<file path="src/rtl/mem_pkg.sv">
// Shared definitions for the parity-protected word memory and its clients.
// Holds the stored-word layout, the even-parity encode/check helpers used by
// the writer, the memory model and the reader, and the reader FSM states.
package mem_pkg;

   localparam int WORD_W   = 8;
   localparam int STORED_W = 9;

   typedef logic [STORED_W-1:0] stored_word_t;

   typedef enum logic [1:0] {
      IDLE  = 2'd0,
      RUN   = 2'd1,
      DRAIN = 2'd2
   } rd_state_e;

   // Bit 8 is chosen so that the XOR over all nine bits is 0.
   function automatic stored_word_t even_parity(input logic [WORD_W-1:0] d);
      return {^d, d};
   endfunction

   function automatic logic parity_ok(input stored_word_t w);
      return ~(^w);
   endfunction

endpackage

</file>
<file path="src/rtl/mem_parity_reader_if.sv">
// Command, memory-read and output-stream signals of mem_parity_reader.
//   start/base_addr/length : sweep command
//   busy/done/err_count    : sweep status
//   mem_read/mem_address   : read request, mem_data_out returns the next cycle
//   out_valid/out_ready    : output handshake carrying out_data/out_perr
// Modport slave is the reader; modport master is its environment.
interface mem_parity_reader_if #(
   parameter int ADDR_W = 16
);
   import mem_pkg::*;

   logic                start;
   logic [ADDR_W-1:0]   base_addr;
   logic [ADDR_W-1:0]   length;
   logic                busy;
   logic                done;
   logic                mem_read;
   logic [ADDR_W-1:0]   mem_address;
   stored_word_t        mem_data_out;
   logic                out_valid;
   logic                out_ready;
   logic [WORD_W-1:0]   out_data;
   logic                out_perr;
   logic [15:0]         err_count;

   modport slave (
      input  start, base_addr, length, mem_data_out, out_ready,
      output busy, done, mem_read, mem_address, out_valid, out_data,
             out_perr, err_count
   );

   modport master (
      output start, base_addr, length, mem_data_out, out_ready,
      input  busy, done, mem_read, mem_address, out_valid, out_data,
             out_perr, err_count
   );

endinterface

</file>
<file path="src/rtl/parity_sync_fifo.sv">
// Single-clock FIFO buffering checked words ahead of the output handshake.
//   clk_i, rst_ni        : clock, asynchronous active-low reset
//   push_i, wdata_i      : write side
//   pop_i, rdata_o       : read side, rdata_o shows the head (0 when empty)
//   full_o, empty_o      : status
//   count_o              : occupancy, 0..DEPTH
// Pointers carry one extra MSB so full and empty are told apart without a
// separate counter. Storage is not reset; only the pointers are.
module parity_sync_fifo #(
   parameter int WIDTH = 9,
   parameter int DEPTH = 4,
   localparam int AW   = $clog2(DEPTH)
) (
   input  logic             clk_i,
   input  logic             rst_ni,
   input  logic             push_i,
   input  logic [WIDTH-1:0] wdata_i,
   input  logic             pop_i,
   output logic [WIDTH-1:0] rdata_o,
   output logic             full_o,
   output logic             empty_o,
   output logic [AW:0]      count_o
);

   logic [WIDTH-1:0] mem_q [DEPTH];
   logic [AW:0]      wr_ptr_q, wr_ptr_d;
   logic [AW:0]      rd_ptr_q, rd_ptr_d;
   logic             push_en, pop_en;

   assign empty_o = (wr_ptr_q == rd_ptr_q);
   assign full_o  = (wr_ptr_q[AW] != rd_ptr_q[AW]) &&
                    (wr_ptr_q[AW-1:0] == rd_ptr_q[AW-1:0]);
   assign count_o = wr_ptr_q - rd_ptr_q;

   // A push into a full FIFO is only safe when the head leaves the same cycle.
   assign push_en = push_i && (!full_o || pop_i);
   assign pop_en  = pop_i && !empty_o;

   assign wr_ptr_d = push_en ? wr_ptr_q + 1'b1 : wr_ptr_q;
   assign rd_ptr_d = pop_en  ? rd_ptr_q + 1'b1 : rd_ptr_q;

   // Gate the head so nothing stale is visible while empty or after reset.
   assign rdata_o = empty_o ? '0 : mem_q[rd_ptr_q[AW-1:0]];

   always_ff @(posedge clk_i) begin
      if (push_en) mem_q[wr_ptr_q[AW-1:0]] <= wdata_i;
   end

   always_ff @(posedge clk_i or negedge rst_ni) begin
      if (!rst_ni) begin
         wr_ptr_q <= '0;
         rd_ptr_q <= '0;
      end else begin
         wr_ptr_q <= wr_ptr_d;
         rd_ptr_q <= rd_ptr_d;
      end
   end

endmodule

</file>
<file path="src/rtl/mem_parity_reader.sv">
// Sweeps a contiguous address range of the parity-protected memory, checks
// even parity on every returned word and streams {perr, data} downstream.
//   clk, rst_n : clock, asynchronous active-low reset
//   bus        : mem_parity_reader_if.slave (command, memory read, output
//                stream, busy/done/err_count status)
// A read is issued only when the FIFO can absorb every outstanding word, so
// returned data never needs to be throttled or dropped.
module mem_parity_reader
   import mem_pkg::*;
#(
   parameter int ADDR_W     = 16,
   parameter int FIFO_DEPTH = 4
) (
   input  logic                clk,
   input  logic                rst_n,
   mem_parity_reader_if.slave  bus
);

   localparam int CW = $clog2(FIFO_DEPTH) + 1;
   localparam int OW = CW + 1;

   rd_state_e          state_q, state_d;
   logic [ADDR_W-1:0]  base_q, base_d;
   logic [ADDR_W-1:0]  len_q, len_d;
   logic [ADDR_W-1:0]  issued_q, issued_d;
   logic [15:0]        err_q, err_d;
   logic               rd_vld_p1_q;

   logic               rd_req;
   logic               done_c;
   logic               ret_perr;
   logic               fifo_pop;
   logic               fifo_full, fifo_empty;
   logic [CW-1:0]      fifo_count;
   stored_word_t       fifo_rdata;
   logic [OW-1:0]      occupancy;
   logic               issue_ok;

   function automatic logic [15:0] sat_inc(input logic [15:0] v);
      return (v == 16'hFFFF) ? v : v + 16'd1;
   endfunction

   // Words already buffered plus the one read whose data is on the bus now.
   assign occupancy = {1'b0, fifo_count} + {{CW{1'b0}}, rd_vld_p1_q};
   assign issue_ok  = !fifo_full && (occupancy < OW'(FIFO_DEPTH));

   assign ret_perr  = ~parity_ok(bus.mem_data_out);
   assign fifo_pop  = !fifo_empty && bus.out_ready;

   always_comb begin
      state_d  = state_q;
      base_d   = base_q;
      len_d    = len_q;
      issued_d = issued_q;
      err_d    = err_q;
      rd_req   = 1'b0;
      done_c   = 1'b0;

      if (rd_vld_p1_q && ret_perr) err_d = sat_inc(err_q);

      unique case (state_q)
         IDLE: begin
            if (bus.start) begin
               base_d   = bus.base_addr;
               len_d    = bus.length;
               issued_d = '0;
               err_d    = '0;
               // Zero length goes straight to DRAIN, which completes at once.
               state_d  = (bus.length == '0) ? DRAIN : RUN;
            end
         end
         RUN: begin
            if (issue_ok) begin
               rd_req   = 1'b1;
               issued_d = issued_q + 1'b1;
               if (issued_q == len_q - 1'b1) state_d = DRAIN;
            end
         end
         DRAIN: begin
            if (!rd_vld_p1_q && fifo_empty) begin
               done_c  = 1'b1;
               state_d = IDLE;
            end
         end
         default: state_d = IDLE;
      endcase
   end

   always_ff @(posedge clk) begin
      base_q <= base_d;
   end

   always_ff @(posedge clk or negedge rst_n) begin
      if (!rst_n) begin
         state_q     <= IDLE;
         len_q       <= '0;
         issued_q    <= '0;
         err_q       <= '0;
         rd_vld_p1_q <= 1'b0;
      end else begin
         state_q     <= state_d;
         len_q       <= len_d;
         issued_q    <= issued_d;
         err_q       <= err_d;
         rd_vld_p1_q <= rd_req;
      end
   end

   // p1: memory word returned for the read issued last cycle, pushed checked
   parity_sync_fifo #(
      .WIDTH (STORED_W),
      .DEPTH (FIFO_DEPTH)
   ) u_fifo (
      .clk_i   (clk),
      .rst_ni  (rst_n),
      .push_i  (rd_vld_p1_q),
      .wdata_i ({ret_perr, bus.mem_data_out[WORD_W-1:0]}),
      .pop_i   (fifo_pop),
      .rdata_o (fifo_rdata),
      .full_o  (fifo_full),
      .empty_o (fifo_empty),
      .count_o (fifo_count)
   );

   assign bus.mem_read    = rd_req;
   assign bus.mem_address = rd_req ? base_q + issued_q : '0;
   assign bus.busy        = (state_q != IDLE) && !done_c;
   assign bus.done        = done_c;
   assign bus.out_valid   = !fifo_empty;
   assign bus.out_data    = fifo_rdata[WORD_W-1:0];
   assign bus.out_perr    = fifo_rdata[STORED_W-1];
   assign bus.err_count   = err_q;

endmodule
</file>
<file path="src/flat_wrapper.sv">
// flat-port wrapper written by rule: the top's interface ports become plain ports
module mem_parity_reader_flat import mem_pkg::*;
#(
   parameter int ADDR_W     = 16,
   parameter int FIFO_DEPTH = 4
)
  (clk, rst_n, bus_start, bus_base_addr, bus_length, bus_mem_data_out, bus_out_ready, bus_busy, bus_done, bus_mem_read, bus_mem_address, bus_out_valid, bus_out_data, bus_out_perr, bus_err_count);
  mem_parity_reader_if #(.ADDR_W(ADDR_W)) bus_i ();
  input  logic clk;
  input  logic rst_n;
  input wire logic [$bits(bus_i.start)-1:0] bus_start;
  input wire logic [$bits(bus_i.base_addr)-1:0] bus_base_addr;
  input wire logic [$bits(bus_i.length)-1:0] bus_length;
  input wire logic [$bits(bus_i.mem_data_out)-1:0] bus_mem_data_out;
  input wire logic [$bits(bus_i.out_ready)-1:0] bus_out_ready;
  output wire logic [$bits(bus_i.busy)-1:0] bus_busy;
  output wire logic [$bits(bus_i.done)-1:0] bus_done;
  output wire logic [$bits(bus_i.mem_read)-1:0] bus_mem_read;
  output wire logic [$bits(bus_i.mem_address)-1:0] bus_mem_address;
  output wire logic [$bits(bus_i.out_valid)-1:0] bus_out_valid;
  output wire logic [$bits(bus_i.out_data)-1:0] bus_out_data;
  output wire logic [$bits(bus_i.out_perr)-1:0] bus_out_perr;
  output wire logic [$bits(bus_i.err_count)-1:0] bus_err_count;
  assign bus_i.start = bus_start;
  assign bus_i.base_addr = bus_base_addr;
  assign bus_i.length = bus_length;
  assign bus_i.mem_data_out = bus_mem_data_out;
  assign bus_i.out_ready = bus_out_ready;
  assign bus_busy = bus_i.busy;
  assign bus_done = bus_i.done;
  assign bus_mem_read = bus_i.mem_read;
  assign bus_mem_address = bus_i.mem_address;
  assign bus_out_valid = bus_i.out_valid;
  assign bus_out_data = bus_i.out_data;
  assign bus_out_perr = bus_i.out_perr;
  assign bus_err_count = bus_i.err_count;
  mem_parity_reader #(.ADDR_W(ADDR_W), .FIFO_DEPTH(FIFO_DEPTH)) u_core (.clk(clk), .rst_n(rst_n), .bus(bus_i));
endmodule
</file>
<file path="config.mk">
export PLATFORM = sky130hd
export DESIGN_NAME = mem_parity_reader_flat
export DESIGN_NICKNAME = d
export VERILOG_FILES = /design/src/rtl/mem_pkg.sv /design/src/rtl/mem_parity_reader_if.sv /design/src/rtl/parity_sync_fifo.sv /design/src/rtl/mem_parity_reader.sv /design/src/flat_wrapper.sv
export SDC_FILE = /design/constraint.sdc
export NUM_CORES = 1
export LEC_CHECK = 0
export ABC_CLOCK_PERIOD_IN_PS = 4400
export BUFFER_PORTS_ARGS = -buffer_cell sky130_fd_sc_hd__buf_2
export CAP_MARGIN = 25
export CORE_UTILIZATION = 58
export DETAILED_ROUTE_END_ITERATION = 16
export GPL_TIMING_DRIVEN = 0
export PLACE_DENSITY = 0.81
export SYNTH_ARGS = -nofsm -noshare
export SYNTH_HDL_FRONTEND = slang
export SYNTH_SLANG_ARGS = --single-unit
</file>
<file path="constraint.sdc">
create_clock -name clk -period 4.4 [get_ports clk]
set_clock_uncertainty 0.1 [all_clocks]
set_input_delay 1.1 -clock clk [delete_from_list [all_inputs] [get_ports clk]]
set_output_delay 1.1 -clock clk [all_outputs]
set_load 0.03 [all_outputs]
</file>
==> metrics, run 1 <==
Die Width around 100 um; vias per std cell slightly below 6; Fin. Hold Viols 0; Synth Area in Simple Gates 18.4%; ANT cells 0; Die Height about 100 um; Post-synth top flop dfrtp_1; Synth Register Bits 109; CTS root buf clkbuf_8; FP Rows 37; Ports 90; core area about 0.010 sq mm; CP Launch Type register; commonest non-fill, non-tap cell in the layout buf_2; flop-to-flop setup slack approximately 1.5 ns; Highest Clock Rate 235 MHz; placed inst area 0.00674 sq mm; post-synth net total just over 600; post-synthesis cell count 550; compound-cell area share of the yosys netlist 8.26%; hold_buf cts 0; routability congestion estimate 0.844; H-tree depth 3; Post-Synthesis Cell Area around 0.0061 sq mm; fillers 769; TritonCTS clock tree done; max cap viols 0; Fin Setup TNS 0 ns; Synth Area in Adders under 10%; Die ar. 0.0109 sq mm; GRT overflow 0; multiplexer share of the synthesized area 6.27%; Rel. slew slack 42.9%; Clock Latency Late Sink around 0.38 ns; Synth cell types 61; Yosys warning count 0; placed insts 777; Avg WL per Cell 16.7 um; CP required 3.20 ns; DRT iter0 DRCs 275; Min-Delay Path Class reg -> reg; most frequent cells in the layout buf_2 (90), dfrtp_1 (57), nor2_1 (55); RSZ-0062 raised after global routing false; first-pass GRT wire length 21.3 mm; CTS sink count 109; initial antenna violation count 0; max incr delay on CP 0.51 ns; Worst VDD drop 389 uV; status finished, final reports clean; DRC errors left 0; clock buffer depth 2; Final Non-Filler Cells 795; Initial DRT Pass Iterations 5; Slowest-stage cell, CP or4_1; period utilisation layout 96.9%; Final Cell Area 0.00698 sq mm; endpoints failing setup 0; vias post-DR 4622; clk slew on worst S/H paths roughly 0.10 ns; Antenna Nets Post-Route 0; Critical Path Fanout Max 9; fin crit period 4.26 ns; Post-synth EDFFs 52; post-synthesis sequential area ratio 49.1%; total CTS buffers 9; P_leak 2.89 nW; Post-DP HPWL 9.69 mm; layout cells sized above 1 23.2%; CP Class reg -> out; Worst-Margin Slew between 0.8 and 0.9 ns; Routed WL 13.3 mm; nature of the critical path endpoint primary output; Port Buffers a little under 90; async set or reset register ratio after synthesis 52.3%; pwr/cell area 790 mW/mm^2; share of the synthesized area in the top cell type between 20% and 30%; Nets 726; Synth Area per Inst about 11 sq um; starting density of the core 59.5%; CP arrival 3.06 ns; Layout Area Growth over Synthesis 14.7%; Slew Limit Fails 0; largest net degree at the start of global routing 31; vias in the first global route 4448; gr usage total 25.1%; Yosys top cell by area edfxtp_1; xor-xnor portion of the synthesized cell area 9.68%; crit-path cells inv_2 -> ha_1 -> inv_1 -> fa_1 -> xor3_2 -> o2111ai_4 -> or2_4 -> or4_1 -> nand3_1 -> buf_4; combinational family with the most area after synthesis simple AND/OR/NAND/NOR gates; top post-synthesis cells by area edfxtp_1 (26%), dfrtp_1 (23%), xnor2_1 (5.2%)
worst paths after layout:
check,from,endpoint,cells past startpoint
max in group asynchronous,rst_n,u_core.bus.err_count[9],2
max reg2reg,u_core.len_q[0],u_core.state_q[0],8
min in group asynchronous,rst_n,u_core.issued_q[13],1
min reg2reg,u_core.len_q[15],u_core.len_q[15],1
min,u_core.len_q[15],u_core.len_q[15],1
max,u_core.u_fifo.wr_ptr_q[0],bus_mem_address[14],10
area by class of cell:
class / instances / area [sq um] / share of cell area [%]
Sequential cell: 109 / 2990 / 42.8
Multi-Input combinational cell: 402 / 2970 / 42.5
Timing Repair Buffer: 94 / 505 / 7.24
Tap cell: 136 / 170 / 2.44
Clock buffer: 10 / 138 / 1.97
Buffer: 18 / 83.8 / 1.20
Inverter: 20 / 75.1 / 1.07
Clock inverter: 6 / 52.6 / 0.752
logic make-up (layout without fill, tap and decap cells):
| kind of cell | count (synthesis) | after routing |
|---|---|---|
| AOI/OAI and AO/OA | 73 | 73 |
| and+or+nand+nor | 213 | 213 |
| adders and majority gates | 27 | 27 |
| buffers and inverters | 39 | 148 |
| xor gates and xnor gates | 64 | 64 |
| DFF | 109 | 109 |
| muxes | 25 | 25 |
metal layers:
metal | track usage, % | wire (um)
met1 | 34.3 | 6000
met2 | 41.0 | 6450
met3 | 3.82 | 663
met4 | 8.37 | 179
met5 | 0 | 0
where the power goes:
group	total [mW]	leakage (nW)	switching [mW]	internal [mW]
clock	0.590	0.0914	0.360	0.230
combinational	3.23	1.60	2.03	1.20
sequential	1.70	1.19	0.323	1.37
total	5.51	2.89	2.71	2.80
flip-flops by register name, summed over array words and instances, names as in the netlist:
register	cells
u_core.base_q	16
u_core.bus.err_count	16
u_core.issued_q	16
u_core.len_q	16
u_core.rd_vld_p1_q	1
u_core.state_q	2
u_core.u_fifo.mem_q	36
u_core.u_fifo.rd_ptr_q	3
u_core.u_fifo.wr_ptr_q	3
through the flow:
step	util [%]	hold slack [ns]	total power, mW	setup slack (ns)
after floorplan	-	0.394	4.00	0.0417
after global placement	65.5	0.413	4.73	-0.195
after detailed placement	65.9	0.423	4.85	-0.337
after CTS	68.1	0.442	5.49	0.0147
after global routing	68.3	0.450	5.85	0.00566
final	68.3	0.442	5.51	0.136
what timing repair did:
| item | CTS | global route |
|---|---|---|
| gates resized for setup | 7 | 3 |
| endpoints found under the setup margin | 17 | 6 |
| pin swaps | 1 | 1 |
| hold endpoints to repair | 0 | 0 |
| setup buffers | 2 | 1 |
worst max-delay path: cells and delay by family (launching register included):
kind	cells	cell delay, ns
AND/OR/NAND/NOR	3	0.96
adder cells (fa/ha/maj)	2	0.55
flip-flops	1	0.41
buffers and inverters	3	0.31
XOR/XNOR	1	0.28
AO/OA/AOI/OAI	1	0.17
synthesized netlist by cell type (4+ instances only):
master and number:
dfrtp_1 57, nor2_1 55, edfxtp_1 52, xnor2_1 36, nand2_1 33, xor2_1 26
ha_1 25, nand3_1 24, a21oi_1 21, nor3_1 21, inv_1 20, o21ai_0 17
and2_1 15, mux2_2 15, nand4_1 14, clkbuf_1 12, mux4_2 9, nor4_1 9
nor3b_1 7, and3_1 6, and4_1 6, a21o_1 4, nand3b_1 4
Power figures use the tool's default switching activity.
==> run 2: changes to the inputs <==
- RECOVER_POWER: unset -> 25
==> run 2 against run 1 <==
Against the previous run:
- the flow now finishes with violations (capacitance limit, slew limit)
- sequential power about the same
- non-clock buffer count unchanged
- fmax about the same
- worst setup slack worse by 0.00066 ns
- wire length about the same
- global-route usage unchanged
- critical path type unchanged
- highest routed layer unchanged
==> metrics, run 2 (synthesis results as in run 1) <==
Port Buffers 89 (unchanged); Clock Latency Late Sink 0.38 ns (about the same); FP Rows 37 (unchanged); vias post-DR 4639 (was 4622); Avg WL per Cell 16.7 um (about the same); Final Non-Filler Cells 795 (unchanged); layout cells sized above 1 21.7% (was 23.2%); initial antenna violation count 0 (unchanged); clk slew on worst S/H paths 0.10 ns (about the same); pwr/cell area 790 mW/mm^2 (about the same); fin crit period 4.26 ns (about the same); DRT iter0 DRCs 258 (was 275); clock buffer depth 2 (unchanged); GRT overflow 0 (unchanged); Die Width 104 um (unchanged); Fin. Hold Viols 0 (unchanged); Post-DP HPWL 9.69 mm (unchanged); Rel. slew slack -6.22% (was 42.9%); commonest non-fill, non-tap cell in the layout buf_2 (unchanged); RSZ-0062 raised after global routing false (unchanged); starting density of the core 59.5% (unchanged); Antenna Nets Post-Route 0 (unchanged); max cap viols 1 (was 0); CP required 3.20 ns (about the same); H-tree depth 3 (unchanged); CTS root buf clkbuf_8 (unchanged); fin util 68.1% (was 68.3%); Nets 726 (unchanged); Critical Path Fanout Max 6 (was 9); Layout Area Growth over Synthesis 14.5% (was 14.7%); vias in the first global route 4448 (unchanged); Tot Pwr 5.51 mW (about the same); Worst-Margin Slew 1.59 ns (was 0.857 ns); endpoints failing setup 0 (unchanged); Initial DRT Pass Iterations 5 (unchanged); Die ar. 0.0109 sq mm (unchanged); worst setup margin 0.136 ns (about the same); Worst VDD drop 385 uV (was 389 uV); ANT cells 0 (unchanged); DRC errors left 0 (unchanged); CP arrival 3.06 ns (about the same); placed insts 777 (unchanged); Fin Setup TNS 0 ns (unchanged); P_leak 2.86 nW (was 2.89 nW); CP Launch Type register (unchanged); pre-CTS setup slack -0.337 ns (unchanged); core area 0.0102 sq mm (unchanged); largest net degree at the start of global routing 31 (unchanged); flop-to-flop setup slack 1.50 ns (was 1.52 ns); CP Class reg -> out (unchanged); period utilisation layout 96.9% (about the same); nature of the critical path endpoint primary output (unchanged); Slew Limit Fails 28 (was 0); routability congestion estimate 0.844 (unchanged); Ports 90 (unchanged); Die Height 104 um (unchanged); status complete, but fails checks (was finished, final reports clean); total CTS buffers 9 (unchanged); CTS sink count 109 (unchanged); TritonCTS clock tree done (unchanged); most frequent cells in the layout buf_2 (80), dfrtp_1 (57), nor2_1 (55) (was buf_2 (90), dfrtp_1 (57), nor2_1 (55)); Routed WL 13.3 mm (about the same); first-pass GRT wire length 21.3 mm (unchanged); gr usage total 25.1% (unchanged); failing checks capacitance limit, slew limit; vias per std cell 5.84 (was 5.81); max FFs per register 36 (unchanged); Highest Clock Rate 234 MHz (was 235 MHz); Min-Delay Path Class reg -> reg (unchanged)
==> run 2: cell types whose count changed in the layout (fill, tap and decap cells not counted), sizes merged <==
cell / delta
buf: -10
clkbuf: +10
==> run 2: final timing paths <==
kind                                                start                   endpoint  cells after the start
worst max-delay path                   u_core.issued_q[0]        bus_mem_address[12]                      9
worst min-delay path            u_core.u_fifo.rd_ptr_q[2]  u_core.u_fifo.rd_ptr_q[2]                      1
worst max register to register            u_core.len_q[0]          u_core.state_q[0]                      8
worst min register to register  u_core.u_fifo.rd_ptr_q[2]  u_core.u_fifo.rd_ptr_q[2]                      1
max in group asynchronous                           rst_n         u_core.rd_vld_p1_q                      1
min in group asynchronous                           rst_n        u_core.issued_q[13]                      1
==> run 2: where the power goes <==
| part | internal, mW | leakage (nW) | switching, mW |
|---|---|---|---|
| clock | 0.230 | 0.0914 | 0.358 |
| sequential | 1.37 | 1.19 | 0.323 |
| combinational | 1.20 | 1.57 | 2.03 |
==> run 2: metal layers <==
layer / GRT usage (%) / up-vias / wire (um)
met1: 34.3 / 2253 / 5880
met5: 0 / - / 0
li1: - / 2218 / -
met4: 8.37 / 0 / 179
met3: 3.82 / 15 / 757
met2: 41.0 / 153 / 6470
==> run 2: final cells by class <==
type / instances / area (sq um)
Clock buffer: 10 / 138
Inverter: 20 / 75.1
Buffer: 18 / 83.8
Fill cell: 771 / 3260
Sequential cell: 109 / 2990
Multi-Input combinational cell: 402 / 2970
Tap cell: 136 / 170
Timing Repair Buffer: 94 / 493
Clock inverter: 6 / 52.6
==> run 2: what timing repair did <==
action,in CTS,in global routing
gates resized for setup,7,3
setup buffers,2,1
pin swaps,1,1
hold buffers,0,0
endpoints found under the setup margin,17,6
==> run 2: per-stage QoR <==
stage	cell area, sq um	hold slack, ns
after global routing	6970	0.450
after global placement	6700	0.413
final	6970	0.442
after CTS	6970	0.442
after floorplan	6090	0.394
after detailed placement	6740	0.423
==> run 2: critical path, stage by stage (launching register included) <==
cell     delay (ns)
dfrtp_1        0.49
ha_1           0.27
fa_1           0.41
a21o_1         0.21
a31oi_2        0.25
nor3_1         0.11
o31ai_2        0.40
a21oi_1        0.13
nor3_1         0.17
buf_2          0.23
==> run 3: changes to the inputs <==
- ABC_CLOCK_PERIOD_IN_PS: 4400 -> 5100
- CORE_UTILIZATION: 58 -> 60
- GPL_TIMING_DRIVEN: 0 -> 1
- PLACE_DENSITY: 0.81 -> 0.93
- clock period: 4.4 -> 5.1 ns (I/O delays scaled with it)
==> run 3 against run 2 <==
Against the previous run:
- the flow still finishes with violations (capacitance limit, slew limit)
- cell area down 1.3%
- hold slack got worse by 0.0032 ns
- register-to-register slack better by 0.33 ns
- final cell count fell by 2.5%
- count of clock-buffer cells in the layout down 1
- sequential share of layout area increased by 0.58 points
- flip-flop and latch count did not move
- critical path depth down 1
- worst setup slack better by 0.10 ns
- largest cell class unchanged
==> metrics, run 3 (synthesis results as in run 1) <==
Critical Path Fanout Max 18 (was 6); status complete, but fails checks (unchanged); first-pass GRT wire length 21.5 mm (was 21.3 mm); failing checks capacitance limit, slew limit (unchanged); CP delay by family, top simple AND/OR/NAND/NOR gates (was compound AO/OA/AOI/OAI gates); Worst VDD drop 471 uV (was 385 uV); Die Width 103 um (was 104 um); vias post-DR 4657 (was 4639); DRT iter0 DRCs 398 (was 258); Slowest-stage cell, CP dfrtp_1 (unchanged); GR Util met3 4.75% (was 3.82%); Slew Limit Fails 40 (was 28); Die ar. 0.0106 sq mm (was 0.0109 sq mm); DRC errors left 0 (unchanged); Avg WL per Cell 17.6 um (was 16.7 um); H-tree depth 3 (unchanged); total CTS buffers 9 (unchanged); Nets 709 (was 726); pre-CTS setup slack 0.551 ns (was -0.337 ns); fin crit period 4.86 ns; Port Buffers 89 (unchanged); vias per std cell 6.01 (was 5.84); max cap viols 1 (unchanged); Antenna Nets Post-Route 0 (unchanged); Fin Setup TNS 0 ns (unchanged); worst setup margin 0.236 ns (was 0.136 ns); largest net degree at the start of global routing 40 (was 31); crit-path cells inv_1 -> fa_1 -> xor3_1 -> o2111ai_2 -> or2_4 -> or4_1 -> nand3_1 -> buf_2 (was ha_1 -> fa_1 -> a21o_1 -> a31oi_2 -> nor3_1 -> o31ai_2 -> a21oi_1 -> nor3_1 -> buf_2); CTS root buf clkbuf_8 (unchanged); CP arrival 3.49 ns (was 3.06 ns); GRT overflow 0 (unchanged); CP required 3.72 ns (was 3.20 ns); pwr/cell area 691 mW/mm^2 (was 790 mW/mm^2); routability congestion estimate 0.915 (was 0.844); P_leak 2.83 nW (was 2.86 nW); starting density of the core 62.0% (was 59.5%); met1 Use GR 32.9% (was 34.3%); Die Height 103 um (was 104 um); max FFs per register 36 (unchanged); Final Cell Area 0.00688 sq mm (was 0.00697 sq mm); hold_buf cts 0 (unchanged); placed inst area 0.00666 sq mm (was 0.00674 sq mm); most frequent cells in the layout buf_2 (81), dfrtp_1 (57), nor2_1 (55) (was buf_2 (80), dfrtp_1 (57), nor2_1 (55)); Tot Pwr 4.75 mW (was 5.51 mW); TritonCTS clock tree done (unchanged); initial antenna violation count 0 (unchanged); commonest non-fill, non-tap cell in the layout buf_2 (unchanged); Fin. Hold Viols 0 (unchanged); endpoints failing setup 0 (unchanged); clk slew on worst S/H paths 0.11 ns (was 0.10 ns); Min-Delay Path Class reg -> reg (unchanged); Post-DP HPWL 9.88 mm (was 9.69 mm); ANT cells 0 (unchanged); RSZ-0062 raised after global routing false (unchanged); hold_ws 0.439 ns (was 0.442 ns); Setup Buffers After CTS 0 (was 2); core area 0.00982 sq mm (was 0.0102 sq mm); CTS sink count 109 (unchanged); nature of the critical path endpoint primary output (unchanged); CP Launch Type register (unchanged); gr usage total 27.0% (was 25.1%); met2 Use GR 46.7% (was 41.0%); Routed WL 13.7 mm (was 13.3 mm); CP Class reg -> out (unchanged); vias in the first global route 4474 (was 4448); Worst-Margin Slew 2.12 ns (was 1.59 ns); Layout Area Growth over Synthesis 13.0% (was 14.5%); Rel. slew slack -41.3% (was -6.22%); max incr delay on CP 0.66 ns (was 0.49 ns); Buffers & Inverters on Critical Path 2 (was 1); busiest layer in global routing met2 (unchanged); Highest Clock Rate 206 MHz; layout cells sized above 1 21.5% (was 21.7%); Initial DRT Pass Iterations 5 (unchanged); period utilisation layout 95.4%; Ports 90 (unchanged); Clock Latency Late Sink 0.40 ns (was 0.38 ns); clock buffer depth 2 (unchanged); FP Rows 36 (was 37)
-- run 3: cell count changes in the layout (fill, tap and decap cells not counted), moves of 2 or more --
cell / before / now
buf_1: 3 / 0
clkbuf_1: 21 / 9
clkbuf_8: 11 / 9
clkinv_8: 0 / 3
-- run 3: worst paths after layout --
check | startpoint | endpoint | slack, ns | depth (start not counted)
setup / recovery | u_core.u_fifo.rd_ptr_q[1] | bus_mem_address[14] | 0.24 | 8
hold / removal | u_core.len_q[15] | u_core.len_q[15] | 0.44 | 1
setup reg to reg | u_core.u_fifo.rd_ptr_q[1] | u_core.issued_q[4] | 1.83 | 10
hold reg to reg | u_core.len_q[15] | u_core.len_q[15] | 0.44 | 1
max in group asynchronous | rst_n | u_core.issued_q[9] | 2.28 | 2
min in group asynchronous | rst_n | u_core.bus.err_count[14] | 1.37 | 1
-- run 3: worst reg2reg max path: stages (launching register included) --
cell and delay [ns]:
dfrtp_1 0.66, inv_1 0.15, fa_1 0.43, xor3_1 0.41
o2111ai_2 0.17, or2_4 0.34, clkinvlp_4 0.24, buf_4 0.21
and4_1 0.22, xnor2_1 0.15, nor2_1 0.06
-- run 3: report_power, final --
part           internal [mW]  switching, mW  leakage, nW  total [mW]
sequential              1.18          0.317         1.19        1.50
combinational          0.988           1.71         1.53        2.70
clock                  0.205          0.350        0.109       0.555
-- run 3: cell type report --
cell class,instances,area [sq um]
clock buffers,9,124
repair buffers,95,477
multi-input cells,402,2950
well taps,133,166
inverters,20,78.8
fillers,683,2940
flip-flops and latches,109,2990
clock inverters,7,96.3
-- run 3: per-layer routing --
layer	vias to the layer above	part of all wire [%]
met5	-	0
met4	0	2.6
met3	41	5.3
met2	180	52
met1	2260	40
li1	2176	-
-- run 3: metrics by stage --
step	instances	util (%)
global route	775	70.0
CTS	775	70.1
global placement	758	67.8
detailed placement	759	67.9
floorplan	550	-
finish	775	70.0
-- run 3: repair_timing --
action | 4_1_cts | 5_1_grt
endpoints found under the setup margin | 0 | 2
gates resized for setup | 0 | 3
hold endpoints to repair | 0 | 0
